$ cat src/rtl/execute_bru_redirect_ctrl.sv
// Front-end redirect sequencer: holds the oldest BRU mispredict until its delay slot
// commits, then issues one redirect to fetch over a valid/ready handshake.
module execute_bru_redirect_ctrl #(
    parameter int unsigned ROB_W = 5
) (
    input  logic             clk,
    input  logic             reset,
    input  logic             i_valid,
    output logic             o_ready,
    input  logic [31:0]      i_pc,
    input  logic [31:0]      i_target,
    input  logic             i_taken,
    input  logic             i_pred_taken,
    input  logic [31:0]      i_pred_target,
    input  logic [ROB_W:0]   i_tag,
    input  logic             i_commit_valid,
    input  logic [ROB_W:0]   i_commit_tag,
    input  logic             i_flush,
    output logic             o_redirect_valid,
    input  logic             i_redirect_ready,
    output logic [31:0]      o_redirect_pc,
    output logic             o_pending,
    output logic [31:0]      o_mispredict_count
);

    localparam int unsigned TagW = ROB_W + 1;

    typedef enum logic [1:0] {
        StIdle,
        StHold,
        StIssue
    } state_e;

    state_e            state_q, state_d;
    logic [TagW-1:0]   pend_tag_q, pend_tag_d;
    logic [31:0]       pend_pc_q, pend_pc_d;
    logic [31:0]       count_q, count_d;

    logic              mis;
    logic              accept;
    logic              handshake;
    logic              commit_hit;
    logic [31:0]       new_pc;
    logic [TagW-1:0]   ds_tag;

    // Phase bit flips the sense of the index compare across a ROB wrap.
    function automatic logic older(input logic [TagW-1:0] a, input logic [TagW-1:0] b);
        return (a[ROB_W-1:0] < b[ROB_W-1:0]) ^ (a[ROB_W] != b[ROB_W]);
    endfunction

    assign mis        = (i_taken != i_pred_taken) | (i_taken & (i_target != i_pred_target));
    assign accept     = i_valid & o_ready;
    assign new_pc     = i_taken ? i_target : (i_pc + 32'd8);
    assign ds_tag     = pend_tag_q + TagW'(1);
    assign commit_hit = i_commit_valid & (i_commit_tag == ds_tag);
    assign handshake  = (state_q == StIssue) & i_redirect_ready;

    always_comb begin
        state_d    = state_q;
        pend_tag_d = pend_tag_q;
        pend_pc_d  = pend_pc_q;
        count_d    = count_q + {31'd0, handshake};

        if (i_flush) begin
            state_d    = StIdle;
            pend_tag_d = '0;
            pend_pc_d  = '0;
        end else begin
            unique case (state_q)
                StIdle: begin
                    if (accept && mis) begin
                        state_d    = StHold;
                        pend_tag_d = i_tag;
                        pend_pc_d  = new_pc;
                    end
                end
                StHold: begin
                    // A matching commit wins over a same-cycle older replacement.
                    if (commit_hit) begin
                        state_d = StIssue;
                    end else if (accept && mis && older(i_tag, pend_tag_q)) begin
                        pend_tag_d = i_tag;
                        pend_pc_d  = new_pc;
                    end
                end
                StIssue: begin
                    if (handshake) begin
                        state_d = StIdle;
                    end
                end
                default: begin
                    state_d = StIdle;
                end
            endcase
        end
    end

    always_ff @(posedge clk) begin
        if (reset) begin
            state_q    <= StIdle;
            pend_tag_q <= '0;
            pend_pc_q  <= '0;
            count_q    <= '0;
        end else begin
            state_q    <= state_d;
            pend_tag_q <= pend_tag_d;
            pend_pc_q  <= pend_pc_d;
            count_q    <= count_d;
        end
    end

    assign o_ready            = (state_q != StIssue);
    assign o_redirect_valid   = (state_q == StIssue);
    assign o_redirect_pc      = pend_pc_q;
    assign o_pending          = (state_q != StIdle);
    assign o_mispredict_count = count_q;

endmodule

$ cat config.mk
export PLATFORM = sky130hd
export DESIGN_NAME = execute_bru_redirect_ctrl
export DESIGN_NICKNAME = d
export VERILOG_FILES = /design/src/rtl/execute_bru_redirect_ctrl.sv
export SDC_FILE = /design/constraint.sdc
export NUM_CORES = 1
export LEC_CHECK = 0
export ABC_AREA = 1
export BUFFER_PORTS_ARGS = -buffer_cell sky130_fd_sc_hd__buf_4
export CAP_MARGIN = 40
export CORE_MARGIN = 2
export CORE_UTILIZATION = 35
export CTS_CLUSTER_SIZE = 28
export DETAILED_ROUTE_END_ITERATION = 16
export GPL_TIMING_DRIVEN = 0
export PLACE_DENSITY = 0.71
export SLEW_MARGIN = 10
export SYNTH_ARGS = -nofsm -noshare
export SYNTH_HDL_FRONTEND = slang
export SYNTH_SLANG_ARGS = --single-unit
$ cat constraint.sdc
create_clock -name clk -period 2.2 [get_ports clk]
set_input_delay 0.11 -clock clk [delete_from_list [all_inputs] [get_ports clk]]
set_output_delay 0.11 -clock clk [all_outputs]
set_load 0.1 [all_outputs]
==> summary.md <==
| Metric | Value |
|---|---|
| Critical path type | `reg2reg` |
| Multi-input combinational cell area | `3416 um^2` |
| Top-area cell type share of the netlist area | `27.13%` |
| Slowest stage delay, CP | `0.34 ns` |
| Gpl congestion | `0.9435` |
| #FFs+latches synth | `just over 70` |
| Final min period | `between 2 and 2.5 ns` |
| R2R depth | `16` |
| Initial antenna violation count | `0` |
| Max Cap Viol | `0` |
| Post-synthesis adder-cell area fraction | `~1.9%` |
| Critical path's most frequent cell | `nor2_4` |
| Total track usage | `roughly 23%` |
| Syn Nets | `roughly 1,000` |
| Register area share after synthesis | `a little over a quarter` |
| DRT antenna net count | `0` |
| Total Routed Length | `between 15,000 and 20,000 um` |
| Most frequent cell after synthesis | `nand2_1` |
| Synthesis warning total | `0` |
| Worst hold start | `i_pc[1]` |
| CTS max path bufs | `2` |
| Vias per cell | `about 4.8` |
| Drt pass-1 iters | `5` |
| Clk_skew | `0.007788 ns` |
| I/O Buffers | `between 150 and 200` |
| Starting density of the core | `a little over a third` |
| Design area | `around 7500 um^2` |
| Main combinational cell family by area after synthesis | `simple AND/OR/NAND/NOR gates` |
| Diode count | `0` |
| Die X | `between 100 and 150 um` |
| Die Ht | `between 100 and 150 um` |
| Post-synthesis mux area share | `0.1884%` |
| Status | `complete, no violations` |
| Fillers | `1,553` |
| Global-route wire length before repair | `~30,000 um` |
| Max Fclk | `0.4619 GHz` |
| Crit path arrival time | `approximately 2.5 ns` |
| Sequential Area | `roughly 1400 um^2` |
| Synth area leaders | `dfxtp_1, nand2_1, nor2_1, inv_1, nand3_1` |
| Final-stage net count | `around 1,200` |
| Slew headroom | `63.16%` |
| Final setup fails | `0` |
| Cell taking the most area after synthesis | `dfxtp_1` |
| Worst-margin pin slew | `around 0.55 ns` |
| Synth top cells by count | `nand2_1, nor2_1, inv_1, dfxtp_1, nand3_1` |
| Post-route setup slack | `about 0.035 ns` |
| Class of the worst hold path | `in2reg` |
| Simple-Gate Fraction of Synth Area | `46.64%` |
| Worst hold stages | `5` |
| Die ar. | `roughly 16,000 um^2` |
| EDFF count, synth | `0` |
| # hold bufs at CTS | `0` |
| Slowest-stage cell, CP | `dfxtp_2` |
| Maximum VDD drop | `around 370 uV` |
| HPWL Detailed | `between 15,000 and 20,000 um` |
| Register clock-pin slew on the reported worst setup and hold paths | `about 0.060 ns` |
| Final hold slack | `slightly above 0.08 ns` |
| Worst Path Required | `around 2.5 ns` |
| Leakage power | `between 3 and 4 nW` |
| Reg2Reg Launch Point | `state_q[1]$_SDFFE_PP0P_` |
| Vias in the first global route | `about 5,700` |
| Core ar. | `15,030 um^2` |
| FF-to-FF End | `o_mispredict_count[30]$_SDFF_PP0_` |
| Async SR Flop Fraction | `0%` |
| Placement Setup Slack | `-0.2346 ns` |
| Setup TNS | `0 ns` |
| Syn_area_per_cell | `5.795 um^2` |
| Pins Over Slew Limit | `0` |
| CTS HTree Levels | `3` |
| Ys flop type | `dfxtp_1` |
| Final cycle utilization of the critical path | `between 90% and 100%` |
| RSZ-0062 raised after global routing | `true` |
| Worst-path fanout max | `3` |
| Compound-Gate Fraction of Synth Area | `around 8.0%` |
| WHS Endpoint | `o_redirect_pc[1]$_SDFFE_PP0P_` |
| Root Buffer | `clkbuf_16` |
| Global route overflow | `0` |
| Distinct cells, synth | `39` |
| Cell area after synthesis | `5314 um^2` |
| Pwr Density | `about 510 nW/um^2` |
| Worst-path cell chain | `inv_4, nor2_4, inv_8, nor2_4, ha_4, ha_4, nand2_4, nor2_4, nand4_1, nor2_2, nand2_2, nor2_4, nand3_2, o21bai_1, nand2_1, a21oi_2` |
| Largest net degree at the start of global routing | `15` |
| CTS Sinks | `about 70` |
| Worst setup SP type | `flip-flop` |
| XOR/XNOR Fraction of Synth Area | `under 10%` |
| Detailed-route DRC error count | `0` |
| First DRT Iteration DRCs | `approximately 370` |
| Placed Area | `approximately 7000 um^2` |
| Final hold vios | `0` |
| Layout cell share with drive strength beyond 1 | `between 20% and 30%` |
| Vias | `6,281` |
| Non-filler cells, final | `1,317` |
| Placed cells | `roughly 1,300` |
| # rows | `between 40 and 50` |
| CTS tree | `done` |
| Detailed-route wire length per cell | `14.28 um` |
| Clock Latency Late Sink | `~0.35 ns` |
| Area Growth Syn to Fin | `41.30%` |
| CTS buffer count | `9` |
| R2r setup slk | `approximately 0.035 ns` |
| IO Count | `between 150 and 200` |
| Gate Count Post-Synth | `roughly 920` |
| Critical Path End Type | `flip-flop` |
cells in the final DEF (no fill, tap or decap), types with 10 or more instances in the layout:
cell / count
inv_1: 126
nor2_1: 155
nor2_4: 12
o21ai_0: 29
nor3_1: 15
nand2_1: 283
xnor2_1: 11
xor2_1: 16
nand3b_1: 10
buf_4: 197
dfxtp_1: 67
nand4_1: 21
a21oi_1: 25
nand3_1: 40
clkbuf_1: 13
final cells by class:
| cell class | instances | share of cell area [%] |
|---|---|---|
| Clock buffer | 9 | 3.000 |
| Clock inverter | 7 | 1.050 |
| Inverter | 132 | 6.732 |
| Sequential cell | 72 | 19.28 |
| Tap cell | 188 | 3.133 |
| Buffer | 21 | 1.716 |
| Timing Repair Buffer | 196 | 19.60 |
| Multi-Input combinational cell | 692 | 45.49 |
registers in the layout, indices dropped and copies added (netlist names):
signal              flops
pend_tag_q              6
state_q                 2
o_redirect_pc          32
o_mispredict_count     32
layer usage:
metal	vias up	routed length, um	track usage (%)	share of wire (%)
met5	-	0	0	0
met4	0	385	7.046	2.0
met3	20	1265	5.402	6.7
met2	217	9035	40.32	48
met1	2787	8122	28.20	43
li1	3257	-	-	-
cells by family (layout without fill, tap and decap cells):
family                     count (synthesis)  in the layout
xor gates and xnor gates                  27             27
DFF                                       72             72
AOI/OAI and AO/OA                         78             78
buffers and inverters                    153            365
muxes                                      1              1
adders and majority gates                  8              8
and+or+nand+nor                          578            578
stage by stage:
step	utilization (%)	total power [W]
2_1_floorplan	-	0.001949
3_3_place_gp	46.51	0.002312
3_5_place_dp	46.51	0.002318
4_1_cts	49.18	0.003832
5_1_grt	49.95	0.003987
6_report	49.95	0.003808
timing repair:
item                                    CTS  global route
resized for setup                         8            19
pin swaps                                10            15
endpoints found under the setup margin    7            44
buffers inserted                          9             6
worst max-delay path, delay by kind of cell (launching register included):
kind                     cells  cell delay [ns]
AND/OR/NAND/NOR             10             1.13
AO/OA/AOI/OAI                2             0.25
buffers and inverters        2             0.08
adder cells (fa/ha/maj)      2             0.32
flip-flops                   1             0.34
worst max path at each step:
stage	end	slack, ns	cells after the start	from
3_3_place_gp	o_mispredict_count[30]$_SDFF_PP0_	-0.22	16	state_q[1]$_SDFFE_PP0P_
6_report	o_mispredict_count[30]$_SDFF_PP0_	0.03	16	state_q[1]$_SDFFE_PP0P_
4_1_cts	o_mispredict_count[30]$_SDFF_PP0_	-0.02	15	state_q[1]$_SDFFE_PP0P_
5_1_grt	o_mispredict_count[30]$_SDFF_PP0_	-0.14	16	state_q[1]$_SDFFE_PP0P_
2_1_floorplan	o_mispredict_count[30]$_SDFF_PP0_	-0.62	16	state_q[1]$_SDFFE_PP0P_
3_5_place_dp	o_mispredict_count[30]$_SDFF_PP0_	-0.23	16	state_q[1]$_SDFFE_PP0P_
power breakdown:
group	switching [W]	internal, W
clock	0.000624	0.000889
combinational	0.000595	0.000339
sequential	0.0000237	0.00134
total	0.00124	0.00257
Note: power is estimated with default switching activity, not from simulation.
